### src/rtl/component_rank_sweep.sv
// Sweeps every node through a query/response port, ranks the TOP_N qualifying
// component roots by size, then forms the product of the ranked sizes.
module component_rank_sweep #(
  parameter int unsigned NODE_COUNT    = 2000,
  parameter int unsigned INDEX_WIDTH   = $clog2(NODE_COUNT),
  parameter int unsigned SIZE_WIDTH    = INDEX_WIDTH + 1,
  parameter int unsigned TOP_N         = 3,
  parameter int unsigned MODE          = 0,
  parameter int unsigned PRODUCT_WIDTH = SIZE_WIDTH * TOP_N
) (
  input  logic                           clk,
  input  logic                           rst_n,
  input  logic                           start,
  output logic                           busy,
  output logic                           q_valid,
  input  logic                           q_ready,
  output logic [INDEX_WIDTH-1:0]         q_index,
  input  logic                           r_valid,
  input  logic                           r_is_root,
  input  logic [SIZE_WIDTH-1:0]          r_size,
  output logic                           out_valid,
  input  logic                           out_ready,
  output logic [TOP_N*SIZE_WIDTH-1:0]    top_sizes,
  output logic [TOP_N*INDEX_WIDTH-1:0]   top_roots,
  output logic [INDEX_WIDTH:0]           roots_found,
  output logic [PRODUCT_WIDTH-1:0]       top_product,
  output logic                           overflow
);

  localparam int unsigned CNT_WIDTH  = INDEX_WIDTH + 1;
  localparam int unsigned FILL_WIDTH = $clog2(TOP_N + 1);
  localparam int unsigned WIDE_WIDTH = 2 * PRODUCT_WIDTH;
  localparam logic [CNT_WIDTH-1:0] NODE_MAX = CNT_WIDTH'(NODE_COUNT);
  localparam logic [CNT_WIDTH-1:0] LAST_CNT = CNT_WIDTH'(NODE_COUNT - 1);

  typedef enum logic [1:0] {IDLE, SWEEP, PRODUCT, HOLD} state_t;

  state_t                  state;
  logic [CNT_WIDTH-1:0]    q_cnt;
  logic [CNT_WIDTH-1:0]    r_cnt;
  logic [SIZE_WIDTH-1:0]   size_q [TOP_N];
  logic [INDEX_WIDTH-1:0]  root_q [TOP_N];
  logic [PRODUCT_WIDTH-1:0] acc;
  logic [FILL_WIDTH-1:0]   prod_idx;

  logic                    qualify;
  logic [TOP_N:0]          better_ext;
  logic [SIZE_WIDTH-1:0]   size_ext [TOP_N+1];
  logic [INDEX_WIDTH-1:0]  root_ext [TOP_N+1];
  logic [SIZE_WIDTH-1:0]   size_n [TOP_N];
  logic [INDEX_WIDTH-1:0]  root_n [TOP_N];
  logic [FILL_WIDTH-1:0]   fill_cnt;
  logic [SIZE_WIDTH-1:0]   cur_size;
  logic [WIDE_WIDTH-1:0]   mul_wide;

  // Slots stay sorted with empties last, so "better" is monotonic across slots:
  // a slot takes the newcomer where better first rises, and shifts where the slot above was better.
  always_comb begin
    qualify     = r_valid && r_is_root && (r_size != '0);
    better_ext  = '0;
    size_ext[0] = r_size;
    root_ext[0] = r_cnt[INDEX_WIDTH-1:0];
    for (int unsigned d = 0; d < TOP_N; d++) begin
      size_ext[d+1] = size_q[d];
      root_ext[d+1] = root_q[d];
      if (MODE == 0)
        better_ext[d+1] = (size_q[d] == '0) || (r_size > size_q[d]);
      else
        better_ext[d+1] = (size_q[d] == '0) || (r_size < size_q[d]);
    end
    for (int unsigned d = 0; d < TOP_N; d++) begin
      if (better_ext[d]) begin
        size_n[d] = size_ext[d];
        root_n[d] = root_ext[d];
      end else if (better_ext[d+1]) begin
        size_n[d] = r_size;
        root_n[d] = root_ext[0];
      end else begin
        size_n[d] = size_q[d];
        root_n[d] = root_q[d];
      end
    end
  end

  // Filled-slot count and the operand for the current product step.
  always_comb begin
    fill_cnt = '0;
    cur_size = '0;
    for (int unsigned d = 0; d < TOP_N; d++) begin
      if (size_q[d] != '0) fill_cnt = fill_cnt + FILL_WIDTH'(1);
      if (prod_idx == FILL_WIDTH'(d)) cur_size = size_q[d];
    end
    mul_wide = WIDE_WIDTH'(acc) * WIDE_WIDTH'(cur_size);
  end

  always_comb begin
    top_sizes = '0;
    top_roots = '0;
    for (int unsigned d = 0; d < TOP_N; d++) begin
      top_sizes[d*SIZE_WIDTH +: SIZE_WIDTH]   = size_q[d];
      top_roots[d*INDEX_WIDTH +: INDEX_WIDTH] = root_q[d];
    end
  end

  assign q_index = q_cnt[INDEX_WIDTH-1:0];

  always_ff @(posedge clk or negedge rst_n) begin
    if (!rst_n) begin
      state       <= IDLE;
      busy        <= 1'b0;
      q_valid     <= 1'b0;
      out_valid   <= 1'b0;
      q_cnt       <= '0;
      r_cnt       <= '0;
      roots_found <= '0;
      top_product <= '0;
      overflow    <= 1'b0;
      acc         <= '0;
      prod_idx    <= '0;
      for (int unsigned d = 0; d < TOP_N; d++) begin
        size_q[d] <= '0;
        root_q[d] <= '0;
      end
    end else begin
      case (state)
        IDLE: begin
          if (start) begin
            state       <= SWEEP;
            busy        <= 1'b1;
            q_valid     <= 1'b1;
            q_cnt       <= '0;
            r_cnt       <= '0;
            roots_found <= '0;
            overflow    <= 1'b0;
            for (int unsigned d = 0; d < TOP_N; d++) begin
              size_q[d] <= '0;
              root_q[d] <= '0;
            end
          end
        end
        SWEEP: begin
          if (q_valid && q_ready) begin
            q_cnt <= q_cnt + CNT_WIDTH'(1);
            if (q_cnt == LAST_CNT) q_valid <= 1'b0;
          end
          if (r_valid) begin
            r_cnt <= r_cnt + CNT_WIDTH'(1);
            if (qualify) begin
              size_q <= size_n;
              root_q <= root_n;
              if (roots_found != NODE_MAX) roots_found <= roots_found + CNT_WIDTH'(1);
            end
            if (r_cnt == LAST_CNT) begin
              state    <= PRODUCT;
              acc      <= PRODUCT_WIDTH'(1);
              prod_idx <= '0;
            end
          end
        end
        PRODUCT: begin
          if (fill_cnt == '0) begin
            top_product <= '0;
            state       <= HOLD;
            busy        <= 1'b0;
            out_valid   <= 1'b1;
          end else begin
            acc <= mul_wide[PRODUCT_WIDTH-1:0];
            if (|mul_wide[WIDE_WIDTH-1:PRODUCT_WIDTH]) overflow <= 1'b1;
            if (prod_idx == fill_cnt - FILL_WIDTH'(1)) begin
              top_product <= mul_wide[PRODUCT_WIDTH-1:0];
              state       <= HOLD;
              busy        <= 1'b0;
              out_valid   <= 1'b1;
            end else begin
              prod_idx <= prod_idx + FILL_WIDTH'(1);
            end
          end
        end
        HOLD: begin
          if (out_ready) begin
            state     <= IDLE;
            out_valid <= 1'b0;
          end
        end
        default: state <= IDLE;
      endcase
    end
  end

endmodule

### config.mk
export PLATFORM = sky130hd
export DESIGN_NAME = component_rank_sweep
export DESIGN_NICKNAME = d
export VERILOG_FILES = /design/src/rtl/component_rank_sweep.sv
export SDC_FILE = /design/constraint.sdc
export NUM_CORES = 1
export LEC_CHECK = 0
export CAP_MARGIN = 25
export CELL_PAD_IN_SITES_DETAIL_PLACEMENT = 0
export CELL_PAD_IN_SITES_GLOBAL_PLACEMENT = 1
export CORE_UTILIZATION = 40
export CTS_BUF_LIST = sky130_fd_sc_hd__clkbuf_8 sky130_fd_sc_hd__clkbuf_16
export DETAILED_ROUTE_END_ITERATION = 6
export PLACE_DENSITY = 0.73
export SYNTH_ARGS = -nofsm -noshare
export SYNTH_HDL_FRONTEND = slang
export SYNTH_SLANG_ARGS = --single-unit
### constraint.sdc
create_clock -name clk -period 7.9 [get_ports clk]
set_input_delay 1.975 -clock clk [delete_from_list [all_inputs] [get_ports clk]]
set_output_delay 1.975 -clock clk [all_outputs]
set_load 0.05 [all_outputs]
==> flow_metrics.tcl <==
set metrics [dict create \
    syn_area_per_cell_um2 8.87 \
    place_area_um2 25200 \
    place_inst 3383 \
    dp_hpwl_um 53000 \
    start_util_pct 40.6 \
    setup.worst_path.start "prod_idx[0]$_DFFE_PN0P_" \
    grt_max_degree 65 \
    leakage_nw 12.6 \
    drt-pass1-iter-count 5 \
    worst_pin_slew_ns 0.962 \
    synth.area.top_cells "fa_1, dfrtp_1, nand2_1" \
    fp.coreArea_um2 56500 \
    final.min_clock_period_ns 7.47 \
    postSynthCellCount 2587 \
    synth_most_common_cell "nand2_1" \
    end_kind "register" \
    synth_top_area_share_pct 29.7 \
    crit_fanout 24 \
    fp.dieW_um 242 \
    drtIter0Drc 1159 \
    drive_gt1_share_pct 6.20 \
    fin_skew_ns 0.0253 \
    antenna_left 0 \
    drc 0 \
    yosysWarnings 0 \
    cts_inserted_buffers 17 \
    antenna_found_initial 3 \
    synth_seq_area_share_pct 20.2 \
    finalCritPeriodShare_pct 94.6 \
    syn_nets 3082 \
    cts.hold.buffers_added 0 \
    yosysTopAreaCell "fa_1" \
    hold_viol_final 0 \
    fp-row-count 87 \
    crit_type "reg2reg" \
    die_y_um 242 \
    cts_buffer_depth 2 \
    final_max_slew_viol_count 0 \
    synth_edf_count 0 \
    fin_total_pwr_mw 4.04 \
    syn_to_final_growth_pct 13.1 \
    grt_pass1_wl_um 111000 \
    vias 18200 \
    gr-total-overflow 0 \
    synth_ff_type "dfrtp_1" \
    cap_violations 0 \
    design.final.nets 3142 \
    synth_seq_cells 185 \
    status "finished, final reports clean" \
    root_buffer "clkbuf_16" \
    ioPinCount 151 \
    netlist_top_cells_count "nand2_1, inv_1, fa_1" \
    routed_wl_um 68600 \
    reg2reg_setup_slack_ns 0.43 \
    start_kind "register" \
    post_cts_buffers 0 \
    stdcell_count 3416 \
    dieArea_um2 58300 \
    relSlewSlack_pct 35.6 \
    setup_viol 0 \
    globalRouteTotalUtil_pct 24.4 \
    via_per_inst 5.33 \
    ir_worst_vdd_uv 245 \
    worstPathArrival_ns 7.85 \
    gp_congestion 0.891 \
    htreeDepth 4 \
    p_per_area_nw_per_um2 155 \
    grt_pass1_vias 19400 \
    stdcell_area_um2 26000 \
    cp.required_ns 8.28 \
    worstHoldPathType "reg2reg" \
    antenna_cells 0 \
    nFillCells 5366 \
    numPortBuffers 150 \
    post_cts_resize_count 0 \
    clkLatencyLatePin_ns 0.53 \
    ys_async_sr_fraction_pct 100 \
    cts_tree "done" \
    clock_sinks 185 \
    holdCritStartpoint "top_product[6]$_DFFE_PN0P_" \
    clock.fmax_mhz 134 \
    avgRoutedWirePerCell_um 20.1 \
    ys_types 65 \
    r2r_start "prod_idx[0]$_DFFE_PN0P_" \
    syn-cell-area_um2 23000 \
    clk_pin_slew_ns 0.09 \
]
[layer usage]
layer | GRT usage [%] | vias up | part of all wire [%]
met5 | 0 | - | 0.016
li1 | - | 8291 | -
met2 | 39.9 | 513 | 48
met4 | 7.27 | 2 | 2.6
met1 | 32.5 | 9302 | 44
met3 | 5.16 | 96 | 6.1
[metrics by stage]
stage               hold WS, ns  util (%)  setup slack (ns)    TNS, ns
CTS                       0.488      45.8             0.314          0
detailed placement        0.470      44.7             0.350          0
global placement          0.462      44.7             0.612          0
finish                    0.478      45.9             0.428          0
floorplan                 0.500         -             0.962          0
global route              0.523      45.9         -0.000926  -0.000926
[power breakdown]
| group | switching (mW) | total, mW | internal, mW | leakage, nW |
|---|---|---|---|---|
| sequential | 0.298 | 1.40 | 1.10 | 2.46 |
| clock | 0.547 | 1.01 | 0.462 | 0.327 |
| combinational | 1.02 | 1.63 | 0.605 | 9.84 |
[layout make-up]
type | instances | area [um2] | share of cell area, %
flip-flops and latches | 185 | 4630 | 17.8
clock buffers | 17 | 425 | 1.64
clock inverters | 15 | 248 | 0.954
inverters | 408 | 1530 | 5.90
multi-input cells | 1838 | 16300 | 62.7
well taps | 756 | 946 | 3.64
repair buffers | 197 | 1910 | 7.35
[path summary, 6_finish.rpt]
kind	cells past startpoint	end
worst min-delay path	2	top_product[6]$_DFFE_PN0P_
worst max register to register	24	overflow$_DFFE_PN0P_
max in group asynchronous	2	acc[18]$_DFFE_PN0P_
worst min register to register	2	top_product[6]$_DFFE_PN0P_
worst max-delay path	24	overflow$_DFFE_PN0P_
min in group asynchronous	1	q_cnt[9]$_DFFE_PN0P_
[cells in the final DEF, fill, tap and decap left out, types with 38 or more instances in the layout]
cell and n:
a21o_1 38, a21oi_1 71, a22o_1 65, and2_1 165, buf_4 43, clkdlybuf4s50_1 149, dfrtp_1 185, fa_1 340
ha_1 133, inv_1 408, mux2_2 48, nand2_1 468, nand3_1 54, nor2_1 65, o21ai_0 121, xor2_1 38
[registers in the layout, indices dropped and copies added (netlist names)]
register	count
acc	36
busy	1
out_valid	1
overflow	1
prod_idx	2
q_cnt	12
q_valid	1
r_cnt	12
roots_found	12
state	2
top_product	36
top_roots	33
top_sizes	36
[worst max-delay path, cell delays in order, from the launching register on]
cell and delay [ns]:
dfrtp_1 0.43, inv_1 0.14, ha_1 0.29, buf_4 0.18, nand2_1 0.05, nor2_1 0.09
a21oi_1 0.08, o21ai_4 0.76, buf_4 0.30, nand2_1 0.09, fa_1 0.56, inv_1 0.05
fa_1 0.49, fa_1 0.57, fa_1 0.42, ha_1 0.43, a21oi_1 0.47, o21ai_0 0.23
nor3_1 0.55, a311oi_2 0.13, o21ai_1 0.33, o21ai_0 0.11, mux2_2 0.27, nor4_1 0.17
a31oi_1 0.13
[logic make-up after synthesis]
| kind of cell | after synthesis | synth area share, % |
|---|---|---|
| adder cells (fa/ha/maj) | 476 | 37.1 |
| AND/OR/NAND/NOR | 858 | 17.2 |
| buffers and inverters | 564 | 9.47 |
| XOR/XNOR | 67 | 2.56 |
| flip-flops | 185 | 20.2 |
| AO/OA/AOI/OAI | 384 | 10.9 |
| multiplexers | 53 | 2.57 |
Power figures use the tool's default switching activity.
